--- config.mk ---
export PLATFORM = sky130hd
export DESIGN_NAME = ram_arbiter_flat
export DESIGN_NICKNAME = d
export VERILOG_FILES = /design/src/rtl/ram_arbiter_pkg.sv /design/src/rtl/ram_arbiter_if.sv /design/src/rtl/ram_arbiter_prio.sv /design/src/rtl/ram_arbiter.sv /design/src/flat_wrapper.sv
export SDC_FILE = /design/constraint.sdc
export NUM_CORES = 1
export LEC_CHECK = 0
export BUFFER_PORTS_ARGS = -buffer_cell sky130_fd_sc_hd__buf_2
export CAP_MARGIN = 40
export CORE_MARGIN = 2
export CORE_UTILIZATION = 35
export CTS_CLUSTER_DIAMETER = 60
export DETAILED_ROUTE_END_ITERATION = 7
export PLACE_DENSITY = 0.65
export SYNTH_ARGS = -nofsm -noshare
export SYNTH_HDL_FRONTEND = slang
export SYNTH_SLANG_ARGS = --single-unit
--- constraint.sdc ---
create_clock -name clk_sys -period 1.7 [get_ports clk_sys]
set_clock_uncertainty 0.15 [all_clocks]
set_input_delay 0.255 -clock clk_sys [delete_from_list [all_inputs] [get_ports clk_sys]]
set_output_delay 0.255 -clock clk_sys [all_outputs]
set_load 0.02 [all_outputs]
--- src/rtl/ram_arbiter_pkg.sv ---
// Shared FSM encodings, requester indices and command type for the SDRAM port arbiter.
package ram_arb_pkg;

  typedef logic [1:0] state_t;
  localparam state_t S_IDLE  = 2'd0;
  localparam state_t S_ISSUE = 2'd1;
  localparam state_t S_WAIT  = 2'd2;

  localparam int LDR = 2;
  localparam int DMA = 1;
  localparam int CPU = 0;

  localparam logic [2:0] EXTROM_BASE = 3'b100;

  typedef struct packed {
    logic        we;
    logic [24:0] addr;
    logic [7:0]  din;
  } mem_cmd_t;

  function automatic logic [24:0] map16(input logic [15:0] a);
    return {9'b0, a};
  endfunction

endpackage

--- src/rtl/ram_arbiter_if.sv ---
// Requester and SDRAM-controller signals of the arbiter; slave = arbiter view, master = environment view.
interface ram_arbiter_if;
  logic        ldr_req;
  logic [24:0] ldr_addr;
  logic [7:0]  ldr_din;
  logic        dma_req;
  logic [15:0] dma_addr;
  logic        cpu_req;
  logic        cpu_we;
  logic [15:0] cpu_addr;
  logic [7:0]  cpu_din;
  logic        ext_sel;
  logic [18:0] ext_addr;
  logic [2:0]  ack;
  logic [7:0]  rd_data;
  logic [24:0] mem_addr;
  logic [7:0]  mem_din;
  logic        mem_we;
  logic        mem_rd;
  logic        mem_ready;
  logic [7:0]  mem_dout;

  modport slave (
    input  ldr_req, ldr_addr, ldr_din, dma_req, dma_addr,
           cpu_req, cpu_we, cpu_addr, cpu_din, ext_sel, ext_addr,
           mem_ready, mem_dout,
    output ack, rd_data, mem_addr, mem_din, mem_we, mem_rd
  );

  modport master (
    output ldr_req, ldr_addr, ldr_din, dma_req, dma_addr,
           cpu_req, cpu_we, cpu_addr, cpu_din, ext_sel, ext_addr,
           mem_ready, mem_dout,
    input  ack, rd_data, mem_addr, mem_din, mem_we, mem_rd
  );
endinterface

--- src/rtl/ram_arbiter_prio.sv ---
// Fixed-priority winner select (loader > DMA > CPU) with a counter that lets a
// waiting CPU overtake the DMA after STARVE_MAX consecutive DMA grants.
module ram_arb_prio
  import ram_arb_pkg::*;
#(
  parameter int STARVE_MAX = 4
) (
  input  logic       clk_sys,
  input  logic       reset_n,
  input  logic       ldr_req_i,
  input  logic       dma_req_i,
  input  logic       cpu_req_i,
  input  logic       grant_i,
  output logic [2:0] win_o
);

  logic [3:0] starve_q, starve_d;
  logic       cpu_first;

  assign cpu_first = cpu_req_i && (starve_q >= 4'(STARVE_MAX));

  always_comb begin
    win_o = '0;
    if (ldr_req_i)                     win_o[LDR] = 1'b1;
    else if (dma_req_i && !cpu_first)  win_o[DMA] = 1'b1;
    else if (cpu_req_i)                win_o[CPU] = 1'b1;
  end

  // Loader grants leave the run length untouched; only the CPU side resets it.
  always_comb begin
    starve_d = starve_q;
    if (!cpu_req_i)                                        starve_d = '0;
    else if (grant_i && win_o[CPU])                        starve_d = '0;
    else if (grant_i && win_o[DMA] && starve_q != 4'hF)    starve_d = starve_q + 4'd1;
  end

  always_ff @(posedge clk_sys or negedge reset_n) begin
    if (!reset_n) starve_q <= '0;
    else          starve_q <= starve_d;
  end

endmodule

--- src/rtl/ram_arbiter.sv ---
// SDRAM port arbiter: IDLE/ISSUE/WAIT sequencer around ram_arb_prio.
// Define RAM_ARB_EXTROM_EN to map CPU ext_sel accesses into the read-only extended-ROM window.
module ram_arbiter
  import ram_arb_pkg::*;
#(
  parameter int STARVE_MAX = 4
) (
  input logic          clk_sys,
  input logic          reset_n,
  ram_arbiter_if.slave bus
);

  state_t     state_q, state_d;
  mem_cmd_t   cmd_d, cmd_q;
  logic [2:0] win, own_q;
  logic [7:0] rd_d, rd_q;
  logic       we_stb_q, rd_stb_q;
  logic       grant, done;

  assign grant = (state_q == S_IDLE) && (bus.ldr_req || bus.dma_req || bus.cpu_req);
  assign done  = (state_q == S_WAIT) && bus.mem_ready;

  ram_arb_prio #(.STARVE_MAX(STARVE_MAX)) u_prio (
    .clk_sys   (clk_sys),
    .reset_n   (reset_n),
    .ldr_req_i (bus.ldr_req),
    .dma_req_i (bus.dma_req),
    .cpu_req_i (bus.cpu_req),
    .grant_i   (grant),
    .win_o     (win)
  );

  // Candidate command of the current winner; only latched on a grant.
  always_comb begin
    cmd_d.we   = bus.cpu_we;
    cmd_d.addr = map16(bus.cpu_addr);
    cmd_d.din  = bus.cpu_din;
`ifdef RAM_ARB_EXTROM_EN
    if (bus.ext_sel) begin
      cmd_d.we   = 1'b0;
      cmd_d.addr = {EXTROM_BASE, 3'b000, bus.ext_addr};
    end
`endif
    if (win[LDR]) begin
      cmd_d.we   = 1'b1;
      cmd_d.addr = bus.ldr_addr;
      cmd_d.din  = bus.ldr_din;
    end else if (win[DMA]) begin
      cmd_d.we   = 1'b0;
      cmd_d.addr = map16(bus.dma_addr);
      cmd_d.din  = '0;
    end
  end

`ifndef RAM_ARB_EXTROM_EN
  logic unused_ext;
  assign unused_ext = ^{bus.ext_sel, bus.ext_addr};
`endif

  always_comb begin
    state_d = state_q;
    case (state_q)
      S_IDLE:  if (grant) state_d = S_ISSUE;
      S_ISSUE: state_d = S_WAIT;
      S_WAIT:  if (bus.mem_ready) state_d = S_IDLE;
      default: state_d = S_IDLE;
    endcase
  end

  // Read data passes straight through in the ack cycle and is held afterwards.
  assign rd_d = (done && !cmd_q.we) ? bus.mem_dout : rd_q;

  always_ff @(posedge clk_sys or negedge reset_n) begin
    if (!reset_n) begin
      state_q  <= S_IDLE;
      cmd_q    <= '0;
      own_q    <= '0;
      rd_q     <= '0;
      we_stb_q <= 1'b0;
      rd_stb_q <= 1'b0;
    end else begin
      state_q  <= state_d;
      we_stb_q <= grant && cmd_d.we;
      rd_stb_q <= grant && !cmd_d.we;
      rd_q     <= rd_d;
      if (grant) begin
        cmd_q <= cmd_d;
        own_q <= win;
      end
    end
  end

  assign bus.mem_we   = we_stb_q;
  assign bus.mem_rd   = rd_stb_q;
  assign bus.mem_addr = cmd_q.addr;
  assign bus.mem_din  = cmd_q.din;
  assign bus.ack      = done ? own_q : 3'b000;
  assign bus.rd_data  = rd_d;

endmodule

--- src/flat_wrapper.sv ---
// flat-port wrapper written by rule: the top's interface ports become plain ports
module ram_arbiter_flat import ram_arb_pkg::*;
#(
  parameter int STARVE_MAX = 4
)
  (clk_sys, reset_n, bus_ldr_req, bus_ldr_addr, bus_ldr_din, bus_dma_req, bus_dma_addr, bus_cpu_req, bus_cpu_we, bus_cpu_addr, bus_cpu_din, bus_ext_sel, bus_ext_addr, bus_mem_ready, bus_mem_dout, bus_ack, bus_rd_data, bus_mem_addr, bus_mem_din, bus_mem_we, bus_mem_rd);
  ram_arbiter_if bus_i ();
  input logic clk_sys;
  input logic reset_n;
  input wire logic [$bits(bus_i.ldr_req)-1:0] bus_ldr_req;
  input wire logic [$bits(bus_i.ldr_addr)-1:0] bus_ldr_addr;
  input wire logic [$bits(bus_i.ldr_din)-1:0] bus_ldr_din;
  input wire logic [$bits(bus_i.dma_req)-1:0] bus_dma_req;
  input wire logic [$bits(bus_i.dma_addr)-1:0] bus_dma_addr;
  input wire logic [$bits(bus_i.cpu_req)-1:0] bus_cpu_req;
  input wire logic [$bits(bus_i.cpu_we)-1:0] bus_cpu_we;
  input wire logic [$bits(bus_i.cpu_addr)-1:0] bus_cpu_addr;
  input wire logic [$bits(bus_i.cpu_din)-1:0] bus_cpu_din;
  input wire logic [$bits(bus_i.ext_sel)-1:0] bus_ext_sel;
  input wire logic [$bits(bus_i.ext_addr)-1:0] bus_ext_addr;
  input wire logic [$bits(bus_i.mem_ready)-1:0] bus_mem_ready;
  input wire logic [$bits(bus_i.mem_dout)-1:0] bus_mem_dout;
  output wire logic [$bits(bus_i.ack)-1:0] bus_ack;
  output wire logic [$bits(bus_i.rd_data)-1:0] bus_rd_data;
  output wire logic [$bits(bus_i.mem_addr)-1:0] bus_mem_addr;
  output wire logic [$bits(bus_i.mem_din)-1:0] bus_mem_din;
  output wire logic [$bits(bus_i.mem_we)-1:0] bus_mem_we;
  output wire logic [$bits(bus_i.mem_rd)-1:0] bus_mem_rd;
  assign bus_i.ldr_req = bus_ldr_req;
  assign bus_i.ldr_addr = bus_ldr_addr;
  assign bus_i.ldr_din = bus_ldr_din;
  assign bus_i.dma_req = bus_dma_req;
  assign bus_i.dma_addr = bus_dma_addr;
  assign bus_i.cpu_req = bus_cpu_req;
  assign bus_i.cpu_we = bus_cpu_we;
  assign bus_i.cpu_addr = bus_cpu_addr;
  assign bus_i.cpu_din = bus_cpu_din;
  assign bus_i.ext_sel = bus_ext_sel;
  assign bus_i.ext_addr = bus_ext_addr;
  assign bus_i.mem_ready = bus_mem_ready;
  assign bus_i.mem_dout = bus_mem_dout;
  assign bus_ack = bus_i.ack;
  assign bus_rd_data = bus_i.rd_data;
  assign bus_mem_addr = bus_i.mem_addr;
  assign bus_mem_din = bus_i.mem_din;
  assign bus_mem_we = bus_i.mem_we;
  assign bus_mem_rd = bus_i.mem_rd;
  ram_arbiter #(.STARVE_MAX(STARVE_MAX)) u_core (.clk_sys(clk_sys), .reset_n(reset_n), .bus(bus_i));
endmodule
==> metrics, run 1 <==
status=complete, but fails checks; failing checks=setup timing; Leak=1.87 nW; clock group share of total power=0.117; Worst Path Buf+Inv=2; Root Buffer=clkbuf_8; Synth area leaders=dfrtp_1 (48%), buf_4 (10%), a21oi_1 (6.6%); Reg clk slew, reported paths=0.10 ns; vias=2441; Setup Viol. Count Final=11; largest net degree at the start of global routing=54; first-pass GRT wire length=12.0 mm; maximum vdd drop=0.000477 V; #FFs+latches synth=53; Post-Route WL=7.35 mm; crit-path cells=inv_2 -> and3_4 -> and2_4 -> mux2_4 -> buf_6; cts bufs inserted=5; CP Max Fanout=8; antenna fix cells=0; Synth top area share=0.475; final hold vios=0; initial antenna violation count=0; PwrDens=1670 mW/mm^2; Die Y=93.3 um; Slew @ Worst Pin=0.414 ns; Net Sw Power=2.56 mW; HP Class=input pin to flop; 1st-iter DRT viols=87; Total GRT Usage=0.174; Post-synth ARST share=1.00; grt ovf=0; Slew headroom=0.724; die area=0.00871 sq mm; Combinational Power Share=0.545; max incr delay on CP=0.40 ns; htree depth=2; post-synthesis cell count=290; fmax=490 MHz; Post-Syn Area per Cell=9.63 sq um; Nets=517; Core Region=0.00773 sq mm; hpwl dp=5.17 mm; Max Root-Sink Buffers=2; syn nets=399; Setup TNS Final=-2.67 ns; Req. time, crit path=1.29 ns; Area Overhead vs Synth=32.6%; Met1 Wirelength=3.27 mm; sequential power share=0.338; num rows=32; Unique masters post-synth=33; Critical Path End Type=output port; Top Layer Used=met4; post-route minimum period=2.04 ns; ys flop type=dfrtp_1; EDFF count, synth=0; startpoint type of the worst setup path=flop; layout cells sized above 1=0.484; Die Width=93.3 um; family with the most delay on the worst path=flip-flops; metal2 WL=3.47 mm; vias in the first global route=2451; Clock Latency Late Sink=0.31 ns; RSZ-0062 raised after global routing=yes; PortBufs=133; max cap viols=0; Seq/Total Area, Yosys=0.475; CTS sink cnt=53; I/O Pins=154; Sw Share=0.413; fin worst setup slack=-0.341 ns; met3 WL=516 um; Tcrit/Tclk final=1.20; gpl congestion=0.819; WP data arrival=1.64 ns; Routed Antenna Nets=0; fin util=0.479; Int Pwr=3.64 mW; cell taking the most area after synthesis=dfrtp_1; Initial Util=0.361; WL/cell=14.4 um; Max Slew Vio Count=0; critical path class=flop to output port; DRT Pass-1 Iters=4; via/cell ratio=4.78; CTS tree=done; drc violations=0; YS warnings=0; Cell Area, Synth=0.00279 sq mm; slowest CP cell=dfrtp_1
-- power groups by stage --
stage / logic (mW) / registers [mW] / clock network (mW)
after CTS: 3.11 / 2.10 / 0.753
after floorplan: 2.42 / 2.09 / 0
after global routing: 3.69 / 2.18 / 0.805
after global placement: 2.84 / 2.10 / 0
final: 3.38 / 2.09 / 0.726
after detailed placement: 2.88 / 2.12 / 0
-- path summary, 6_finish.rpt --
path                       depth (start not counted)                   endpoint                    start  slack [ns]
setup / recovery                                   5             bus_rd_data[4]        u_core.state_q[0]       -0.34
setup reg to reg                                   6  u_core.u_prio.starve_q[0]        u_core.state_q[0]        0.07
max in group asynchronous                          3            u_core.own_q[1]                  reset_n        0.86
hold reg to reg                                    2    u_core.bus.mem_addr[22]  u_core.bus.mem_addr[22]        0.32
min in group asynchronous                          3    u_core.bus.mem_addr[12]                  reset_n        0.30
hold / removal                                     3    u_core.bus.mem_addr[22]         bus_ldr_addr[22]        0.03
-- cells in the mapped netlist (all sizes together) (2+ instances only) --
cell type  instances
a21oi             37
a211oi             2
inv                5
mux2               8
clkbuf             5
nor2              14
o21ai             35
and3               2
dfrtp             53
buf               47
nand2             36
nand3b             4
nand3             14
a31o              16
and2               4
nor3               2
-- worst reg2reg max path: stages, from the launching register on --
cell and delay, ns:
dfrtp_1 0.40, buf_4 0.13, buf_4 0.14, or3_4 0.42, nor3_1 0.19, a21oi_1 0.06, nor2_1 0.09
-- sequential cells by signal (all words and copies together) (netlist names) --
signal                  count
u_core.rd_q                 8
u_core.bus.mem_din          8
u_core.u_prio.starve_q      4
u_core.state_q              2
u_core.own_q                3
u_core.bus.mem_addr        25
u_core.cmd_q                1
u_core.bus.mem_rd           1
u_core.bus.mem_we           1
-- per-layer routing --
| layer | vias up | track usage |
|---|---|---|
| met2 | 86 | 0.281 |
| li1 | 1203 | - |
| met4 | 0 | 0.0453 |
| met1 | 1141 | 0.235 |
| met5 | - | 0 |
| met3 | 11 | 0.0411 |
-- stage by stage --
| step | setup slack [ns] | area, sq um | power (mW) | std cells | hold slack [ns] |
|---|---|---|---|---|---|
| floorplan | 0.0276 | 2790 | 4.51 | 290 | -0.191 |
| global placement | -0.0240 | 3370 | 4.94 | 491 | 0.124 |
| detailed placement | -0.0466 | 3370 | 5.00 | 491 | 0.126 |
| CTS | -0.351 | 3590 | 5.96 | 504 | 0.0166 |
| global route | -0.407 | 3700 | 6.68 | 511 | 0.0199 |
| finish | -0.341 | 3700 | 6.20 | 511 | 0.0297 |
-- cell families after synthesis --
logic type,Yosys count,share of synthesized area
AOI/OAI and AO/OA,93,0.204
adders and majority gates,1,0.00448
buffers and inverters,57,0.139
DFF,53,0.475
muxes,8,0.0430
and+or+nand+nor,78,0.134
-- cell usage in the layout, fill, tap and decap left out, types with 2 or more instances in the layout --
| cell | Yosys | layout |
|---|---|---|
| and2_4 | 1 | 4 |
| nand3_1 | 14 | 14 |
| dfrtp_1 | 53 | 53 |
| o21ai_1 | 11 | 12 |
| nand2_1 | 35 | 35 |
| clkbuf_8 | 0 | 5 |
| dlygate4sd3_1 | 0 | 2 |
| buf_2 | 5 | 122 |
| nor3_1 | 2 | 2 |
| buf_12 | 0 | 3 |
| o21ai_0 | 23 | 21 |
| nand3b_1 | 4 | 4 |
| inv_1 | 3 | 3 |
| clkbuf_16 | 0 | 2 |
| nor2_1 | 13 | 13 |
| a31o_2 | 7 | 7 |
| a31o_1 | 9 | 9 |
| buf_6 | 3 | 11 |
| buf_4 | 39 | 23 |
| mux2_4 | 8 | 8 |
| a21oi_1 | 37 | 37 |
-- cell type report --
type / instances / area (sq um)
Clock buffer: 5 / 68.8
Sequential cell: 53 / 1330
Timing Repair Buffer: 163 / 1040
Clock inverter: 3 / 21.3
Inverter: 5 / 21.3
Tap cell: 102 / 128
Fill cell: 758 / 4030
Multi-Input combinational cell: 180 / 1100
-- repair_timing --
item	in CTS	in global routing
setup buffers	3	6
pin swaps	2	3
resized for setup	26	8
cloned	0	2
endpoints found under the setup margin	11	18
hold endpoints to repair	54	0
hold buffers	2	0
Note: power is estimated with default switching activity, not from simulation.
==> run 2, diff against run 1 <==
- CORE_ASPECT_RATIO: not set -> 1.75
==> metrics, run 2 (synthesis gave the netlist of run 1 again) <==
status=complete, but fails checks; failing checks=setup timing; fin worst setup slack=-0.338 ns (+0.00313 ns); via/cell ratio=5.05 (+5.7%); Routed Antenna Nets=0 (unchanged); I/O Pins=154 (unchanged); htree depth=2 (unchanged); startpoint type of the worst setup path=flop; Req. time, crit path=1.29 ns (about the same); CP Max Fanout=8 (unchanged); Post-Route WL=7.30 mm (-0.79%); Combinational Power Share=0.473 (-0.072); Placed Area=0.00336 sq mm (-0.45%); PwrDens=1770 mW/mm^2 (+5.7%); Max Slew Vio Count=0 (unchanged); sequential power share=0.325 (-0.013); Die Y=122 um (+31%); fmax=491 MHz (+0.15%); HP Class=input pin to flop; CTS tree=done; Reg clk slew, reported paths=0.07 ns (-0.03 ns); PortBufs=133 (unchanged); crit-path cells=inv_2 -> and3_4 -> and2_4 -> mux2_4 -> buf_6; Clock Latency Late Sink=0.29 ns (-0.02 ns); layout cells sized above 1=0.464 (-0.0201); cts bufs inserted=5 (unchanged); maximum vdd drop=0.000594 V (+25%); Nets=511 (-1.2%); Leak=1.86 nW (-0.52%); RSZ-0062 raised after global routing=yes; final non-filler cell total=493 (-3.5%); CTS sink cnt=53 (unchanged); drc violations=0 (unchanged); largest net degree at the start of global routing=54 (unchanged); design area=0.00365 sq mm (-1.4%); Int Pwr=3.95 mW (+8.4%); Total GRT Usage=0.165 (-0.00867); Net Sw Power=2.51 mW (-1.7%); Setup Viol. Count Final=8 (-3); max incr delay on CP=0.39 ns (about the same); WP data arrival=1.63 ns (about the same); antenna fix cells=0 (unchanged); initial antenna violation count=0 (unchanged); max cap viols=0 (unchanged); vias=2489 (+2.0%); max reg flops=25 (unchanged); clock group share of total power=0.202 (+0.085); num rows=43 (+34%); # fillers=765 (+0.92%); post-route minimum period=2.04 ns (-0.00313 ns); Slew @ Worst Pin=0.327 ns (-0.0867 ns); gpl congestion=0.714 (-13%); Initial Util=0.355 (-0.00587); Root Buffer=clkbuf_16; vias in the first global route=2403 (-2.0%); Slew headroom=0.780 (+0.0561); WL/cell=14.8 um (+2.8%); Pwr Total=6.46 mW (+4.2%); critical path class=flop to output port; Core Region=0.00786 sq mm (+1.7%); most common cell after layout, fill and taps aside=buf_2; 1st-iter DRT viols=109 (+25%); Tcrit/Tclk final=1.20 (-0.00184); Die Width=71.5 um (-23%); family with the most delay on the worst path=simple AND/OR/NAND/NOR gates; Worst Path Buf+Inv=2 (unchanged); slowest CP cell=dfrtp_1; Max Root-Sink Buffers=2 (unchanged); grt ovf=0 (unchanged); hpwl dp=5.31 mm (+2.8%); fin util=0.465 (-0.0145); DRT Pass-1 Iters=4 (unchanged); Critical Path End Type=output port; DP Cell Count=479 (-2.4%); first-pass GRT wire length=11.5 mm (-4.3%); Area Overhead vs Synth=30.7%; most frequent cells in the layout=buf_2 (125), dfrtp_1 (53), a21oi_1 (37); Sw Share=0.389 (-0.0235); die area=0.00873 sq mm (+0.33%); final hold vios=0 (unchanged); reg2reg setup slack=0.10 ns (+0.03 ns)
## run 2: through the flow
stage,setup WS (ns),hold slack (ns),TNS (ns)
floorplan,0.0276,-0.191,0
detailed placement,-0.0680,0.128,-0.507
CTS,-0.353,0.0304,-2.78
finish,-0.338,0.0375,-2.65
global route,-0.414,0.0505,-3.27
global placement,-0.0470,0.125,-0.367
## run 2: final cells by class
class / count / area [sq um] / share of cell area
multi-input combinational: 180 / 1080 / 0.295
timing repair buffer: 157 / 926 / 0.254
tap: 90 / 113 / 0.0309
clock buffer: 5 / 125 / 0.0343
sequential: 53 / 1330 / 0.363
clock inverter: 3 / 65.1 / 0.0178
inverter: 5 / 18.8 / 0.00514
## run 2: worst reg2reg max path: stages, from the launching register on
cell and delay [ns]:
dfrtp_1 0.39, inv_2 0.06, and3_4 0.19, and2_4 0.24
mux2_4 0.33, buf_4 0.13
## run 2: metal layers
metal | global-route usage | vias up | wire length, um
met5 | 0 | - | 0
met4 | 0.0755 | 0 | 197
met3 | 0.0248 | 17 | 367
met2 | 0.297 | 99 | 3880
met1 | 0.189 | 1181 | 2860
li1 | - | 1192 | -
## run 2: power groups by stage
stage | Combinational, mW | Clock, mW | Sequential [mW]
2_1_floorplan | 2.42 | 0 | 2.09
3_3_place_gp | 2.81 | 0 | 2.10
3_5_place_dp | 2.87 | 0 | 2.12
4_1_cts | 3.06 | 1.34 | 2.10
5_1_grt | 3.35 | 1.37 | 2.16
6_report | 3.06 | 1.31 | 2.10
## run 2: worst paths after layout
| kind | start | to | depth (start not counted) |
|---|---|---|---|
| min in group asynchronous | reset_n | u_core.bus.mem_din[1] | 3 |
| worst max-delay path | u_core.state_q[0] | bus_rd_data[0] | 5 |
| max in group asynchronous | reset_n | u_core.bus.mem_addr[14] | 3 |
| worst min-delay path | bus_ldr_addr[17] | u_core.bus.mem_addr[17] | 3 |
| worst min register to register | u_core.bus.mem_addr[17] | u_core.bus.mem_addr[17] | 2 |
| worst max register to register | u_core.state_q[0] | u_core.rd_q[7] | 5 |
## run 2: what timing repair did
item,in CTS,in global routing
pin swaps,2,0
hold endpoints to repair,54,0
hold buffers,2,0
setup buffers,3,1
resized for setup,16,0
endpoints found under the setup margin,8,8
